`src/rtl/alu_arbiter_pkg.sv`:
```
// Shared definitions for the two-requester ALU arbiter: opcode values and FSM state encoding.
package alu_arbiter_pkg;

    localparam int unsigned ALU_OP_ADD  = 0;
    localparam int unsigned ALU_OP_SUB  = 1;
    localparam int unsigned ALU_OP_AND  = 2;
    localparam int unsigned ALU_OP_OR   = 3;
    localparam int unsigned ALU_OP_XOR  = 4;
    localparam int unsigned ALU_OP_PASS = 5;
    localparam int unsigned ALU_OP_SHL  = 6;
    localparam int unsigned ALU_OP_SHR  = 7;

    typedef enum logic [1:0] {
        StIdle = 2'd0,
        StExec = 2'd1,
        StResp = 2'd2
    } arb_state_e;

endpackage

```
`src/rtl/alu_arbiter_alu.sv`:
```
// Shared combinational ALU: result plus zero/carry/negative flags.
module alu_arbiter_alu
    import alu_arbiter_pkg::*;
#(
    parameter int unsigned DATA_W = 24,
    parameter int unsigned OP_W   = 3
) (
    input  logic [DATA_W-1:0] a,
    input  logic [DATA_W-1:0] b,
    input  logic [OP_W-1:0]   ALU_OP,
    output logic [DATA_W-1:0] result,
    output logic              Z,
    output logic              C,
    output logic              N
);

    // Top bit is the carry: carry-out for ADD, borrow for SUB, shifted-out bit for shifts.
    logic [DATA_W:0] wide;

    always_comb begin
        wide = '0;
        case (ALU_OP)
            OP_W'(ALU_OP_ADD):  wide = {1'b0, a} + {1'b0, b};
            OP_W'(ALU_OP_SUB):  wide = {1'b0, a} - {1'b0, b};
            OP_W'(ALU_OP_AND):  wide = {1'b0, a & b};
            OP_W'(ALU_OP_OR):   wide = {1'b0, a | b};
            OP_W'(ALU_OP_XOR):  wide = {1'b0, a ^ b};
            OP_W'(ALU_OP_PASS): wide = {1'b0, a};
            OP_W'(ALU_OP_SHL):  wide = {a, 1'b0};
            OP_W'(ALU_OP_SHR):  wide = {a[0], 1'b0, a[DATA_W-1:1]};
            default:            wide = '0;
        endcase
    end

    assign result = wide[DATA_W-1:0];
    assign C      = wide[DATA_W];
    assign Z      = (result == '0);
    assign N      = result[DATA_W-1];

endmodule

```
`src/rtl/alu_arbiter.sv`:
```
// Round-robin arbiter granting two requesters access to one shared ALU, one op per 3 cycles.
module alu_arbiter
    import alu_arbiter_pkg::*;
#(
    parameter int unsigned DATA_W = 24,
    parameter int unsigned OP_W   = 3
) (
    input  logic              clk,
    input  logic              reset,
    input  logic              req0,
    input  logic              req1,
    input  logic [DATA_W-1:0] a0,
    input  logic [DATA_W-1:0] b0,
    input  logic [DATA_W-1:0] a1,
    input  logic [DATA_W-1:0] b1,
    input  logic [OP_W-1:0]   op0,
    input  logic [OP_W-1:0]   op1,
    output logic              gnt0,
    output logic              gnt1,
    output logic              valid0,
    output logic              valid1,
    output logic [DATA_W-1:0] result_q,
    output logic              z_q,
    output logic              c_q,
    output logic              n_q,
    output logic              busy
);

    arb_state_e        state_q, state_d;
    logic              last_q, last_d;
    logic              win_q, win_d;
    logic              win_sel;
    logic [DATA_W-1:0] a_q, a_d, b_q, b_d;
    logic [OP_W-1:0]   op_q, op_d;
    logic              gnt0_q, gnt0_d, gnt1_q, gnt1_d;
    logic              valid0_q, valid0_d, valid1_q, valid1_d;
    logic              busy_q, busy_d;
    logic [DATA_W-1:0] result_d;
    logic              z_d, c_d, n_d;

    logic [DATA_W-1:0] alu_result;
    logic              alu_z, alu_c, alu_n;

    alu_arbiter_alu #(
        .DATA_W (DATA_W),
        .OP_W   (OP_W)
    ) u_alu (
        .a      (a_q),
        .b      (b_q),
        .ALU_OP (op_q),
        .result (alu_result),
        .Z      (alu_z),
        .C      (alu_c),
        .N      (alu_n)
    );

    always_comb begin
        state_d  = state_q;
        last_d   = last_q;
        win_d    = win_q;
        a_d      = a_q;
        b_d      = b_q;
        op_d     = op_q;
        result_d = result_q;
        z_d      = z_q;
        c_d      = c_q;
        n_d      = n_q;
        gnt0_d   = 1'b0;
        gnt1_d   = 1'b0;
        valid0_d = 1'b0;
        valid1_d = 1'b0;
        // On a tie the requester not served last wins; otherwise the lone requester.
        win_sel  = (req0 && req1) ? ~last_q : req1;

        case (state_q)
            StIdle: begin
                if (req0 || req1) begin
                    win_d   = win_sel;
                    last_d  = win_sel;
                    a_d     = win_sel ? a1 : a0;
                    b_d     = win_sel ? b1 : b0;
                    op_d    = win_sel ? op1 : op0;
                    gnt0_d  = ~win_sel;
                    gnt1_d  = win_sel;
                    state_d = StExec;
                end
            end
            StExec: begin
                result_d = alu_result;
                z_d      = alu_z;
                c_d      = alu_c;
                n_d      = alu_n;
                valid0_d = ~win_q;
                valid1_d = win_q;
                state_d  = StResp;
            end
            StResp:  state_d = StIdle;
            default: state_d = StIdle;
        endcase

        busy_d = (state_d != StIdle);
    end

    always_ff @(posedge clk or posedge reset) begin
        if (reset) begin
            state_q  <= StIdle;
            last_q   <= 1'b1;
            win_q    <= 1'b0;
            a_q      <= '0;
            b_q      <= '0;
            op_q     <= '0;
            gnt0_q   <= 1'b0;
            gnt1_q   <= 1'b0;
            valid0_q <= 1'b0;
            valid1_q <= 1'b0;
            busy_q   <= 1'b0;
            result_q <= '0;
            z_q      <= 1'b0;
            c_q      <= 1'b0;
            n_q      <= 1'b0;
        end else begin
            state_q  <= state_d;
            last_q   <= last_d;
            win_q    <= win_d;
            a_q      <= a_d;
            b_q      <= b_d;
            op_q     <= op_d;
            gnt0_q   <= gnt0_d;
            gnt1_q   <= gnt1_d;
            valid0_q <= valid0_d;
            valid1_q <= valid1_d;
            busy_q   <= busy_d;
            result_q <= result_d;
            z_q      <= z_d;
            c_q      <= c_d;
            n_q      <= n_d;
        end
    end

    assign gnt0   = gnt0_q;
    assign gnt1   = gnt1_q;
    assign valid0 = valid0_q;
    assign valid1 = valid1_q;
    assign busy   = busy_q;

endmodule
```
`config.mk`:
```
export PLATFORM = sky130hd
export DESIGN_NAME = alu_arbiter
export DESIGN_NICKNAME = d
export VERILOG_FILES = /design/src/rtl/alu_arbiter_pkg.sv /design/src/rtl/alu_arbiter_alu.sv /design/src/rtl/alu_arbiter.sv
export SDC_FILE = /design/constraint.sdc
export NUM_CORES = 1
export LEC_CHECK = 0
export CAP_MARGIN = 20
export CORE_MARGIN = 8
export CORE_UTILIZATION = 45
export CTS_BUF_LIST = sky130_fd_sc_hd__clkbuf_8 sky130_fd_sc_hd__clkbuf_16
export CTS_CLUSTER_DIAMETER = 200
export DETAILED_ROUTE_END_ITERATION = 10
export GPL_TIMING_DRIVEN = 0
export PLACE_DENSITY = 0.7
export SYNTH_ARGS = -nofsm -noshare
export SYNTH_HDL_FRONTEND = slang
export SYNTH_SLANG_ARGS = --single-unit
```
`constraint.sdc`:
```
create_clock -name clk -period 5.87 [get_ports clk]
set_input_delay 1.174 -clock clk [delete_from_list [all_inputs] [get_ports clk]]
set_output_delay 1.174 -clock clk [all_outputs]
set_load 0.02 [all_outputs]
```
Yosys cells after proc, flatten, opt, wreduce, memory -nomap -nowiden --
Index checks and enable logic that the tools add are counted.
Operators by class: add/sub/neg operators 2, eq/ne operators 8, muxes and demuxes 13, bitwise operators 6, reductions and logical operators 7
Operators by type and width (number):
- case mux 25 bit (8 select lines) | 1
- two-way mux 24 bit | 2
- adder 24 x 24 -> 25 bit | 1
- subtractor 24 x 24 -> 25 bit | 1
- AND 24 bit | 1
- logical NOT 24 bit | 1
- bitwise OR 24 bit | 1
- XOR 24 bit | 1
- equality test 3 bit, second input constant | 4
- two-way mux 1 bit | 7
- equality test 3 x 2 -> 1 bit, second input constant | 2
- case mux 2 bit (2 select lines) | 1
- equality test 3 x 1 -> 1 bit, second input constant | 1
- logical NOT 3 bit | 1
- two-way mux 3 bit | 1
- NOT 1 bit | 3
- equality test 2 x 1 -> 1 bit, second input constant | 1
- logical NOT 2 bit | 1
- two-way mux 2 bit | 1
- AND reduction 2 bit | 1
- nonzero test 2 bit | 1
- logical AND 1 bit | 1
- logical OR 1 bit | 1
Word-level totals: register bits after elaboration 87, output and inout port bits 32

Depth between registers and ports, before layout --
depth in word-level cells 5, gate-level depth with buffers 21, gate-level depth less buffers 18

By module --
From an unflattened synthesis, not the netlist that was laid out.
Second synthesis, totals: cell total of the unflattened synthesis 912, area, all modules 7626.1 sq um
By module, submodules not included:
- alu_arbiter_alu | instances 1, cells an instance 576, area an instance 4032.6 sq um, seq. area each 0.0 sq um
- alu_arbiter | instances 1, cells an instance 336, area an instance 3593.4 sq um, seq. area each 2178.3 sq um

Worst setup path after synthesis --
OpenSTA, ideal clock, no wires.
path type reg-to-reg, start register op_q[2], end register z_q, setup time 0.066 ns, arrival time 4.103 ns, required time 5.804 ns, setup slack 1.700 ns, cell stages (with the launch flop) 20, clock period less this slack 4.170 ns, cells stage by stage dfrtp_1 buf_6 buf_6 nor2_1 clkbuf_1 nand2_1 clkbuf_1 o21ai_0 inv_1 ha_1 nor2b_2 o2111ai_1 a211oi_2 nor3_1 nor3_1 or4_1 or4_1 nor4_2 nand4_1 nand2_1
On the way: word-level cells in the longest chain between the ends 3, elaborated cells between the ends (all ways) 10, classes of those cells eq/ne: 7; mux: 1; reduce/logical: 2
RTL lines:
- from (decl) | RTL line alu_arbiter.sv:34 | logic [OP_W-1:0] op_q, op_d;
- from (signal assigned) | RTL line alu_arbiter.sv:127 | op_q <= op_d;
- equality test 3 bit, or another cell as far along | RTL line alu_arbiter_alu.sv:22 | case (ALU_OP)
- case mux 25 bit (8 select lines) (*) | RTL line alu_arbiter_alu.sv:22
- logical NOT 24 bit (*) | RTL line alu_arbiter_alu.sv:37 | assign Z = (result == '0);
- to (signal assigned) | RTL line alu_arbiter.sv:134 | z_q <= z_d;
- to (decl) | RTL line alu_arbiter.sv:23 | output logic z_q,
Every way passes the cells marked *; elsewhere a longest branch is shown, timed or not. A chain may end at the register's enable or synchronous reset.

Worst setup path in the final report --
start register op_q[1], end register c_q
On the way: word-level cells in the longest chain between the ends 2, elaborated cells between the ends (all ways) 9, classes of those cells eq/ne: 7; mux: 1; reduce/logical: 1
RTL lines:
- equality test 3 bit, or another cell as far along | RTL line alu_arbiter_alu.sv:22
- case mux 25 bit (8 select lines) (*) | RTL line alu_arbiter_alu.sv:22
- to (signal assigned) | RTL line alu_arbiter.sv:119 | c_q <= 1'b0;
- to (signal assigned) | RTL line alu_arbiter.sv:135 | c_q <= c_d;
- to (decl) | RTL line alu_arbiter.sv:24 | output logic c_q,
Marked as above.

==> results.md <==
* Vias at slightly above 7000
* Nets at roughly 1200
* Post-route ant nets at 0
* Initial DRC Count at 821
* Worst clock skew at around 0.011 ns
* Top FF cell, synth: dfrtp_1
* Post-DP Area at 9040 um2
* Power, Total at roughly 6.6 mW
* Post_cts resized at 0
* Syn Inst Count at between 800 and 900
* Final TNS setup at 0 ns
* Unrepaired setup endpoints after global routing: false
* H-tree levels at 3
* Tightest Pin Transition at a little under 0.9 ns
* Synth Register Bits at 86
* Finished Cell Area at ~9300 um2
* Worst-skew pair later-pin latency at 0.35 ns
* Async set-reset flop share out of synthesis at 100%
* Final slew viol count at 0
* Top Layer Used: met4
* Critical path, cell by cell: buf_2 -> buf_2 -> nor2_1 -> clkbuf_1 -> nand2_1 -> clkbuf_1 -> o21ai_0 -> xnor2_1 -> ha_1 -> a21o_1 -> a211oi_1 -> a211oi_1 -> nor4_2 -> o21ai_1 -> nand3_1 -> a21boi_1 -> o21a_1 -> o21ai_0 -> or3b_1
* Total track usage at approximately 23%
* Die Wd at ~140 um
* Post-synth top cells: nand2_1 (127), inv_1 (86), dfrtp_1 (85), o21ai_0 (80), ha_1 (74)
* Final Wtd Congestion at 0.953
* Largest net degree at the start of global routing at 45
* Mean number of vias per cell at 5.78
* Setup violators final at 0
* Fillers at 1482
* Share of cells above drive strength 1 at approximately 5.1%
* Clk sink count at 86
* Initial antenna violation count at 0
* Synthesized Nets at around 1100
* Seq/Total Area, Yosys at between 20 and 30%
* Status: finished clean
* CTS root buf: clkbuf_16
* Min cycle time layout at 5.37 ns
* Max IR drop VDD at ~240 uV
* Multi-input gate area at about 4700 um2
* Layout area overhead at 26.5%
* Final hold violation count at 0
* Total of max-cap violations at 0
* HP Class: reg -> reg
* Rel. slew slack at a little over two fifths
* Count of cell types in the netlist at 75
* DRT Wirelength at ~24 mm
* Mapped cell area at ~7400 um2
* EDFF count, synth at 0
* Slowest-stage cell, CP: clkbuf_1
* Crit-path leading delay family: simple AND/OR/NAND/NOR gates
* Clock buffer depth at 2
* Initial Utilization at a little under half
* Post-DR wirelength/cell at approximately 19 um
* Pre-CTS WS at slightly above 0.6 ns
* Crit path capture type: register
* # DRC at 0
* Crit path max fanout at 10
* Port bufs at approximately 140
* CTS buffer count at 9
* Die Y at 144 um
* Top cells by area, synth: dfrtp_1 (29%), ha_1 (13%), nand2_1 (6.5%)
* Antenna diode count at 0
* Yosys top cell by area: dfrtp_1
* DR WL met2 at between 10 and 15 mm
* Drt pass-1 iters at 7
* Worst path required time at roughly 6.1 ns
* Post-DP HPWL at 19.4 mm
* CP startpoint kind: register
* Cell with the most instances after synthesis: nand2_1
* Met1 Wirelength at ~11 mm
* Global-route wire length before repair at ~37 mm
* Final worst path period share at between 90% and 100%
* Highest Clock Rate at around 190 MHz
* CTS tree: done
* Yosys warnings at 0
* Worst Path Arrival at 5.59 ns
* Yosys top cell area share at 28.9%
* Row count at 46
* Syn avg cell area at approximately 8.4 um2
* Setup Buffers After CTS at 0
* Routed wl met3 at 2.13 mm
* R2r setup slk at around 0.50 ns
* FF+latch area at ~2200 um2
* I/O pin cnt at 138
* P_leak at 4.19 nW
* Final Util at between 50% and 60%
* Die area at about 21000 um2
* Core Region at about 16000 um2
* Clk slew on worst S/H paths at about 0.07 ns
* Setup ws final at ~0.5 ns
* Number of global-route vias before repair at roughly 6800
* CP peak stage delay at ~0.48 ns
* Buf/Inv on CP at 4
* PwrDens at 710 nW/um2
* Number of hold buffers added after cts at 0
* Total grt overflow at 0
* Critical path class: reg -> reg
-- final timing paths --
| path | start | endpoint | depth (start not counted) |
|---|---|---|---|
| worst min register to register | z_q$_DFFE_PP0P_ | z_q$_DFFE_PP0P_ | 2 |
| worst min-delay path | z_q$_DFFE_PP0P_ | z_q$_DFFE_PP0P_ | 2 |
| max in group asynchronous | reset | state_q[0]$_DFF_PP0_ | 3 |
| min in group asynchronous | reset | b_q[23]$_DFFE_PP0P_ | 2 |
| worst max-delay path | op_q[1]$_DFFE_PP0P_ | c_q$_DFFE_PP0P_ | 19 |
| worst max register to register | op_q[1]$_DFFE_PP0P_ | c_q$_DFFE_PP0P_ | 19 |
-- logic make-up after synthesis --
| family | synth area share (%) |
|---|---|
| buffers and inverters | 7.64 |
| adder cells (fa/ha/maj) | 12.8 |
| XOR/XNOR | 3.45 |
| multiplexers | 7.81 |
| AND/OR/NAND/NOR | 15.2 |
| flip-flops | 29.2 |
| AO/OA/AOI/OAI | 23.8 |
-- power breakdown --
part,switching [mW],internal (mW),total [mW]
registers,0.380,0.886,1.27
logic,2.83,1.97,4.79
clock network,0.268,0.292,0.560
-- per-layer routing --
metal  global-route usage [%]  up-vias
met2                     34.8      342
li1                         -     3479
met4                     7.25        0
met1                     32.8     3366
met3                     4.68       32
met5                        0        -
-- flip-flops by register name, summed over array words and instances, names as in the netlist --
| register | flops |
|---|---|
| a_q | 24 |
| b_q | 24 |
| result_q | 24 |
| op_q | 3 |
| state_q | 2 |
| busy | 1 |
| c_q | 1 |
| gnt0 | 1 |
| gnt1 | 1 |
| last_q | 1 |
| valid0 | 1 |
| valid1 | 1 |
| win_q | 1 |
| z_q | 1 |
-- cell usage in the layout (no fill, tap or decap), types with 10 or more instances in the layout --
master | synthesis | layout
clkdlybuf4s50_1 | 0 | 137
nand2_1 | 127 | 127
inv_1 | 86 | 85
dfrtp_1 | 85 | 85
o21ai_0 | 80 | 80
ha_1 | 74 | 74
a21oi_1 | 47 | 47
mux2i_1 | 44 | 44
nor2_1 | 34 | 34
a222oi_1 | 27 | 27
xnor2_1 | 26 | 26
clkbuf_1 | 25 | 25
nand3_1 | 13 | 13
nor3_1 | 11 | 11
buf_2 | 10 | 10
-- area by class of cell --
class / count / share of cell area (%)
clock inverter: 7 / 0.591
tap: 216 / 2.90
timing repair buffer: 138 / 15.0
buffer: 48 / 2.47
inverter: 88 / 3.60
multi-input combinational: 657 / 49.9
clock buffer: 9 / 2.42
sequential: 86 / 23.1
-- stage by stage --
stage | hold slack [ns] | instances
2_1_floorplan | 0.418 | 879
3_3_place_gp | 0.456 | 1232
5_1_grt | 0.495 | 1249
6_report | 0.471 | 1249
4_1_cts | 0.475 | 1249
3_5_place_dp | 0.462 | 1233
-- worst min-delay path, delay by kind of cell, from the launching register on --
family	cells	cell delay, ns
flops	1	0.35
simple gates	2	0.10
No activity file was read; power rests on OpenSTA's default activity.
